## config.mk

```make
export PLATFORM = sky130hd
export DESIGN_NAME = slice_streamer
export DESIGN_NICKNAME = d
export VERILOG_FILES = /design/src/rtl/slice_streamer.sv
export SDC_FILE = /design/constraint.sdc
export NUM_CORES = 1
export LEC_CHECK = 0
export CORE_MARGIN = 4
export CORE_UTILIZATION = 45
export CTS_CLUSTER_SIZE = 8
export DETAILED_ROUTE_END_ITERATION = 10
export GPL_ROUTABILITY_DRIVEN = 0
export PLACE_DENSITY = 0.71
export SYNTH_ARGS = -nofsm -noshare
export SYNTH_HDL_FRONTEND = slang
export SYNTH_SLANG_ARGS = --single-unit
```

## constraint.sdc

```tcl
create_clock -name clk_in -period 5.08 [get_ports clk_in]
set_input_delay 0.508 -clock clk_in [delete_from_list [all_inputs] [get_ports clk_in]]
set_output_delay 0.508 -clock clk_in [all_outputs]
set_load 0.05 [all_outputs]
```

## src/rtl/slice_streamer.sv

```systemverilog
// slice_streamer: on every change of the discretized rotation angle, fetches
// that angle's LED column from a synchronous-read voxel BRAM, shifts it MSB
// first into the LED driver chain and then strobes the latch. The newest angle
// always wins: a slice in flight is never aborted, and a pending angle that is
// overwritten before it is consumed raises a one-cycle overrun pulse.
module slice_streamer #(
    parameter int ROTATIONAL_RES = 1024,
    parameter int WORD_W         = 16,
    parameter int SLICE_WORDS    = 4,
    parameter int MEM_LATENCY    = 2,
    parameter int SCLK_HALF      = 4
) (
    input  logic                                         clk_in,
    input  logic                                         rst_in,
    input  logic [$clog2(ROTATIONAL_RES)-1:0]             dtheta,
    output logic [$clog2(ROTATIONAL_RES*SLICE_WORDS)-1:0] mem_addr,
    input  logic [WORD_W-1:0]                             mem_data,
    output logic                                         sclk,
    output logic                                         sdata,
    output logic                                         latch,
    output logic                                         busy,
    output logic                                         overrun,
    output logic [15:0]                                  overrun_count
);

    localparam int TH_W    = $clog2(ROTATIONAL_RES);
    localparam int ADDR_W  = $clog2(ROTATIONAL_RES * SLICE_WORDS);
    localparam int WIDX_W  = (SLICE_WORDS > 1) ? $clog2(SLICE_WORDS) : 1;
    localparam int BIT_W   = $clog2(WORD_W) + 1;
    localparam int CNT_MAX = (MEM_LATENCY + 1 > SCLK_HALF) ? (MEM_LATENCY + 1) : SCLK_HALF;
    localparam int CNT_W   = $clog2(CNT_MAX + 1);

    typedef enum logic [1:0] {
        ST_IDLE  = 2'd0,
        ST_FETCH = 2'd1,
        ST_SHIFT = 2'd2,
        ST_LATCH = 2'd3
    } state_t;

    // BRAM word address of word idx within the slice for angle theta
    function automatic logic [ADDR_W-1:0] slice_addr(input logic [TH_W-1:0]   theta,
                                                     input logic [WIDX_W-1:0] idx);
        slice_addr = ADDR_W'(theta) * ADDR_W'(SLICE_WORDS) + ADDR_W'(idx);
    endfunction

    // Increment that sticks at all-ones instead of wrapping
    function automatic logic [15:0] sat_inc(input logic [15:0] value);
        sat_inc = (value == 16'hFFFF) ? value : (value + 16'd1);
    endfunction

    state_t              state_r, state_n;
    logic [TH_W-1:0]     prev_theta_r, prev_theta_n;
    logic [TH_W-1:0]     pend_theta_r, pend_theta_n;
    logic                pending_r, pending_n;
    logic                armed_r, armed_n;
    logic [TH_W-1:0]     slice_theta_r, slice_theta_n;
    logic [WIDX_W-1:0]   word_idx_r, word_idx_n;
    logic [BIT_W-1:0]    bit_cnt_r, bit_cnt_n;
    logic [CNT_W-1:0]    cnt_r, cnt_n;
    logic                phase_high_r, phase_high_n;
    logic [WORD_W-1:0]   shreg_r, shreg_n;
    logic [ADDR_W-1:0]   mem_addr_r, mem_addr_n;
    logic                sclk_r, sclk_n;
    logic                sdata_r, sdata_n;
    logic                latch_r, latch_n;
    logic                busy_r, busy_n;
    logic                overrun_r, overrun_n;
    logic [15:0]         overrun_count_r, overrun_count_n;
    logic                consume_s;

    // Next-state, datapath and change-detect logic; outputs are derived from the next state so they register in step with it
    always_comb begin
        state_n         = state_r;
        prev_theta_n    = prev_theta_r;
        pend_theta_n    = pend_theta_r;
        pending_n       = pending_r;
        armed_n         = armed_r;
        slice_theta_n   = slice_theta_r;
        word_idx_n      = word_idx_r;
        bit_cnt_n       = bit_cnt_r;
        cnt_n           = cnt_r;
        phase_high_n    = phase_high_r;
        shreg_n         = shreg_r;
        mem_addr_n      = mem_addr_r;
        overrun_n       = 1'b0;
        overrun_count_n = overrun_count_r;
        consume_s       = 1'b0;

        case (state_r)
            ST_IDLE: begin
                // The address is issued on entry so it is stable for the whole fetch window
                if (pending_r && armed_r) begin
                    consume_s     = 1'b1;
                    slice_theta_n = pend_theta_r;
                    word_idx_n    = {WIDX_W{1'b0}};
                    cnt_n         = {CNT_W{1'b0}};
                    mem_addr_n    = slice_addr(pend_theta_r, {WIDX_W{1'b0}});
                    state_n       = ST_FETCH;
                end else begin
                    state_n = ST_IDLE;
                end
            end
            ST_FETCH: begin
                if (cnt_r == CNT_W'(MEM_LATENCY)) begin
                    shreg_n      = mem_data;
                    cnt_n        = {CNT_W{1'b0}};
                    bit_cnt_n    = {BIT_W{1'b0}};
                    phase_high_n = 1'b0;
                    state_n      = ST_SHIFT;
                end else begin
                    cnt_n = cnt_r + CNT_W'(1);
                end
            end
            ST_SHIFT: begin
                if (cnt_r == CNT_W'(SCLK_HALF - 1)) begin
                    cnt_n = {CNT_W{1'b0}};
                    if (!phase_high_r) begin
                        phase_high_n = 1'b1;
                    end else begin
                        phase_high_n = 1'b0;
                        shreg_n      = {shreg_r[WORD_W-2:0], 1'b0};
                        if (bit_cnt_r == BIT_W'(WORD_W - 1)) begin
                            if (word_idx_r == WIDX_W'(SLICE_WORDS - 1)) begin
                                state_n = ST_LATCH;
                            end else begin
                                word_idx_n = word_idx_r + WIDX_W'(1);
                                mem_addr_n = slice_addr(slice_theta_r, word_idx_r + WIDX_W'(1));
                                state_n    = ST_FETCH;
                            end
                        end else begin
                            bit_cnt_n = bit_cnt_r + BIT_W'(1);
                        end
                    end
                end else begin
                    cnt_n = cnt_r + CNT_W'(1);
                end
            end
            ST_LATCH: begin
                if (cnt_r == CNT_W'(SCLK_HALF - 1)) begin
                    cnt_n   = {CNT_W{1'b0}};
                    state_n = ST_IDLE;
                end else begin
                    cnt_n = cnt_r + CNT_W'(1);
                end
            end
            default: begin
                state_n = ST_IDLE;
            end
        endcase

        pending_n = consume_s ? 1'b0 : pending_r;

        // First cycle out of reset only samples the angle; afterwards every change re-arms the pending slice
        if (!armed_r) begin
            armed_n      = 1'b1;
            prev_theta_n = dtheta;
            pend_theta_n = dtheta;
        end else if (dtheta != prev_theta_r) begin
            prev_theta_n = dtheta;
            pend_theta_n = dtheta;
            pending_n    = 1'b1;
            if (pending_r && !consume_s) begin
                overrun_n       = 1'b1;
                overrun_count_n = sat_inc(overrun_count_r);
            end else begin
                overrun_n = 1'b0;
            end
        end else begin
            prev_theta_n = prev_theta_r;
        end

        sclk_n  = (state_n == ST_SHIFT) && phase_high_n;
        sdata_n = (state_n == ST_SHIFT) ? shreg_n[WORD_W-1] : 1'b0;
        latch_n = (state_n == ST_LATCH);
        busy_n  = (state_n != ST_IDLE);
    end

    // State and output registers with synchronous reset; reset aborts any slice in flight
    always_ff @(posedge clk_in) begin
        if (rst_in) begin
            state_r         <= ST_IDLE;
            prev_theta_r    <= {TH_W{1'b0}};
            pend_theta_r    <= {TH_W{1'b0}};
            pending_r       <= 1'b1;
            armed_r         <= 1'b0;
            slice_theta_r   <= {TH_W{1'b0}};
            word_idx_r      <= {WIDX_W{1'b0}};
            bit_cnt_r       <= {BIT_W{1'b0}};
            cnt_r           <= {CNT_W{1'b0}};
            phase_high_r    <= 1'b0;
            shreg_r         <= {WORD_W{1'b0}};
            mem_addr_r      <= {ADDR_W{1'b0}};
            sclk_r          <= 1'b0;
            sdata_r         <= 1'b0;
            latch_r         <= 1'b0;
            busy_r          <= 1'b0;
            overrun_r       <= 1'b0;
            overrun_count_r <= 16'd0;
        end else begin
            state_r         <= state_n;
            prev_theta_r    <= prev_theta_n;
            pend_theta_r    <= pend_theta_n;
            pending_r       <= pending_n;
            armed_r         <= armed_n;
            slice_theta_r   <= slice_theta_n;
            word_idx_r      <= word_idx_n;
            bit_cnt_r       <= bit_cnt_n;
            cnt_r           <= cnt_n;
            phase_high_r    <= phase_high_n;
            shreg_r         <= shreg_n;
            mem_addr_r      <= mem_addr_n;
            sclk_r          <= sclk_n;
            sdata_r         <= sdata_n;
            latch_r         <= latch_n;
            busy_r          <= busy_n;
            overrun_r       <= overrun_n;
            overrun_count_r <= overrun_count_n;
        end
    end

    assign mem_addr      = mem_addr_r;
    assign sclk          = sclk_r;
    assign sdata         = sdata_r;
    assign latch         = latch_r;
    assign busy          = busy_r;
    assign overrun       = overrun_r;
    assign overrun_count = overrun_count_r;

endmodule
```

==> out/qor.txt <==
Vias/cell = 5.43
violation count after the first detailed-route iteration = 170
Post-Synthesis Cells = 442
post-CTS sizing = 0
total track usage = 17.4%
grt peak-use layer = met2
post-DP HPWL = 6000 µm
period utilization = 65.2%
Setup-failing EPs final = 0
syn_nets = 484
Die Ht = 101 µm
Die X = 101 µm
ant diodes = 0
final setup TNS = 0 ps
Arrival @ worst endpoint = 3580 ps
largest net degree at the start of global routing = 62
clk_skew = 12.5 ps
Detail Route Antenna Nets = 0
most frequent cell after synthesis = dfxtp_1
Initial Util = 47.0%
area of the mapped netlist = 3920 µm²
cts hold-fix bufs = 0
Pleak = 1.69 nW
Crit path required time = 5350 ps
total core area = 8340 µm²
TritonRoute pass-1 iters = 4
number of I/O pins = 61
post-CTS setup buffer count = 0
crit end category = flop
nets@finish = 530
crit-path max FO = 23
finished layout cell area = 4750 µm²
CTS tree = done
CP max stage delay = 790 ps
area leader, netlist = dfxtp_1
crit start category = flop
minimum clock period = 3310 ps
drc violations = 0
row cnt = 33
top cell type's share of synthesized area = 41.9%
total grt overflow = 0
Post-Syn Area per Cell = 8.87 µm²
layout cells sized above 1 = 7.10%
vias in the first global route = 3141
FF/Latch Area = 1640 µm²
Max Slew Vio Count = 0
worst slew pin tran = 1110 ps
PD cells = 278 nW/µm²
sequential fraction of the synthesis area = 41.9%
Worst Hold Class = flop to flop
H-tree depth = 3
slowest CP cell = ha_1
grt met2 use = 27.8%
multi-input logic area = 2120 µm²
clk buf depth = 2
Placement Cell Area = 4540 µm²
status = completed
Tot Pwr = 0.00132 W
drt wl/cell = 14.3 µm
Async S/R FF share, synth = 0%
TritonCTS Buffers = 9
initial antenna violation count = 0
Routed WL = 8560 µm
YS warnings = 0
Fill cells = 751
synth top area cells = dfxtp_1, nand2_1, a21oi_1
die area = 10300 µm²
Final Hold Viols = 0
synth cell count leaders = dfxtp_1, nand2_1, a21oi_1
number of synthesized flops with an enable pin = 0
met3 global-route usage = 2.89%
Clock Latency Late Sink = 350 ps
RSZ-0062 raised after global routing = no
Synth cell types = 60
max-cap violations = 0
worst vdd ir = 0.000109 V
clock root buffer = clkbuf_8
first-pass GRT wire length = 14500 µm
Util after Layout = 57.0%
met1 Usage GRT = 23.3%
crit-path cells = inv_1 -> ha_1 -> and3_1 -> nand3b_1 -> a21oi_2 -> nor2_1 -> a211oi_1
I/O Buffers = 60
worst slack, placed = 1740 ps
worst setup margin = 1770 ps
Yosys reg bits = 82
ys flop type = dfxtp_1
relative slew slack = 25.4%
crit path kind = flop to flop
vias post-DR = 3250
Area Growth Syn to Fin = 21.2%
Num Clock Sinks = 82
clk slew on worst S/H paths = 90 ps
fmax = 302 MHz
critical path, delay by kind of cell, from the launching register on:
family | cells | cell delay (ps)
fa+ha+maj | 1 | 790
simple gates | 3 | 1030
buf+inv | 1 | 120
flops | 1 | 350
compound gates | 2 | 950
cells in the final DEF, fill, tap and decap left out, types with 2 or more instances in the layout:
master and instances:
nand4_1 6, nor4b_1 2, nor2_1 35, and3_1 5, clkbuf_8 10, a21o_1 4, nand3_1 23, xor2_1 5
inv_1 13, mux2_4 4, o21a_1 2, ha_1 14, dfxtp_1 82, mux2_1 5, a311o_1 2, a22o_1 14
nor2b_1 21, a21oi_1 39, or3_1 4, clkinvlp_4 2, xnor2_1 8, nand3b_1 2, nor4_1 4, nor4_4 2
nand2b_1 4, mux2i_1 11, or4_1 2, clkdlybuf4s50_1 59, nor4_2 4, a211oi_1 10, o21ai_0 10, nand2_1 53
inv_6 2
path summary, 6_finish.rpt:
| kind | slack [ps] | start | cells after the start | endpoint |
|---|---|---|---|---|
| max | 1770 | state_r[0]$_SDFF_PP0_ | 7 | mem_addr[7]$_SDFFE_PP0P_ |
| min | 460 | slice_theta_r[8]$_SDFFE_PP0P_ | 2 | slice_theta_r[8]$_SDFFE_PP0P_ |
| max reg2reg | 1770 | state_r[0]$_SDFF_PP0_ | 7 | mem_addr[7]$_SDFFE_PP0P_ |
| min reg2reg | 460 | slice_theta_r[8]$_SDFFE_PP0P_ | 2 | slice_theta_r[8]$_SDFFE_PP0P_ |
sequential cells by signal (all words and copies together) (netlist names), 2 cells and up:
register / count
bit_cnt_r: 5
cnt_r: 3
mem_addr: 11
overrun_count: 16
pend_theta_r: 10
shreg_r: 16
slice_theta_r: 10
state_r: 2
area by class of cell:
class                      instances  area share, %
multi-input combinational        321           44.6
sequential                        82           34.5
timing repair buffer              61           12.7
clock buffer                      10           2.90
tap                              105           2.76
clock inverter                     6           1.50
inverter                          13           1.03
layer usage:
layer	share of wire, %	wire, µm
met1	48	4100
met2	47	4050
met3	4.4	377
met4	0.42	36
met5	0	0
cells by family (layout without fill, tap and decap cells):
| group | after synthesis | count (layout) | synth area share [%] |
|---|---|---|---|
| AOI/OAI and AO/OA | 97 | 97 | 16.2 |
| xor gates and xnor gates | 13 | 13 | 2.90 |
| adders and majority gates | 14 | 14 | 4.47 |
| buffers and inverters | 39 | 90 | 4.34 |
| DFF | 82 | 82 | 41.9 |
| muxes | 21 | 21 | 6.06 |
| and+or+nand+nor | 176 | 176 | 24.1 |
through the flow:
| step | cells | hold WS [ps] |
|---|---|---|
| floorplan | 442 | 432 |
| global placement | 582 | 441 |
| detailed placement | 582 | 448 |
| CTS | 598 | 459 |
| global route | 598 | 477 |
| finish | 598 | 459 |
power by group:
group	leakage, nW	switching (W)	internal [W]
clock network	0.0995	0.000245	0.000245
logic	0.920	0.0000936	0.0000600
registers	0.668	0.0000149	0.000662
total	1.69	0.000353	0.000967
(Power assumes the default switching activity.)
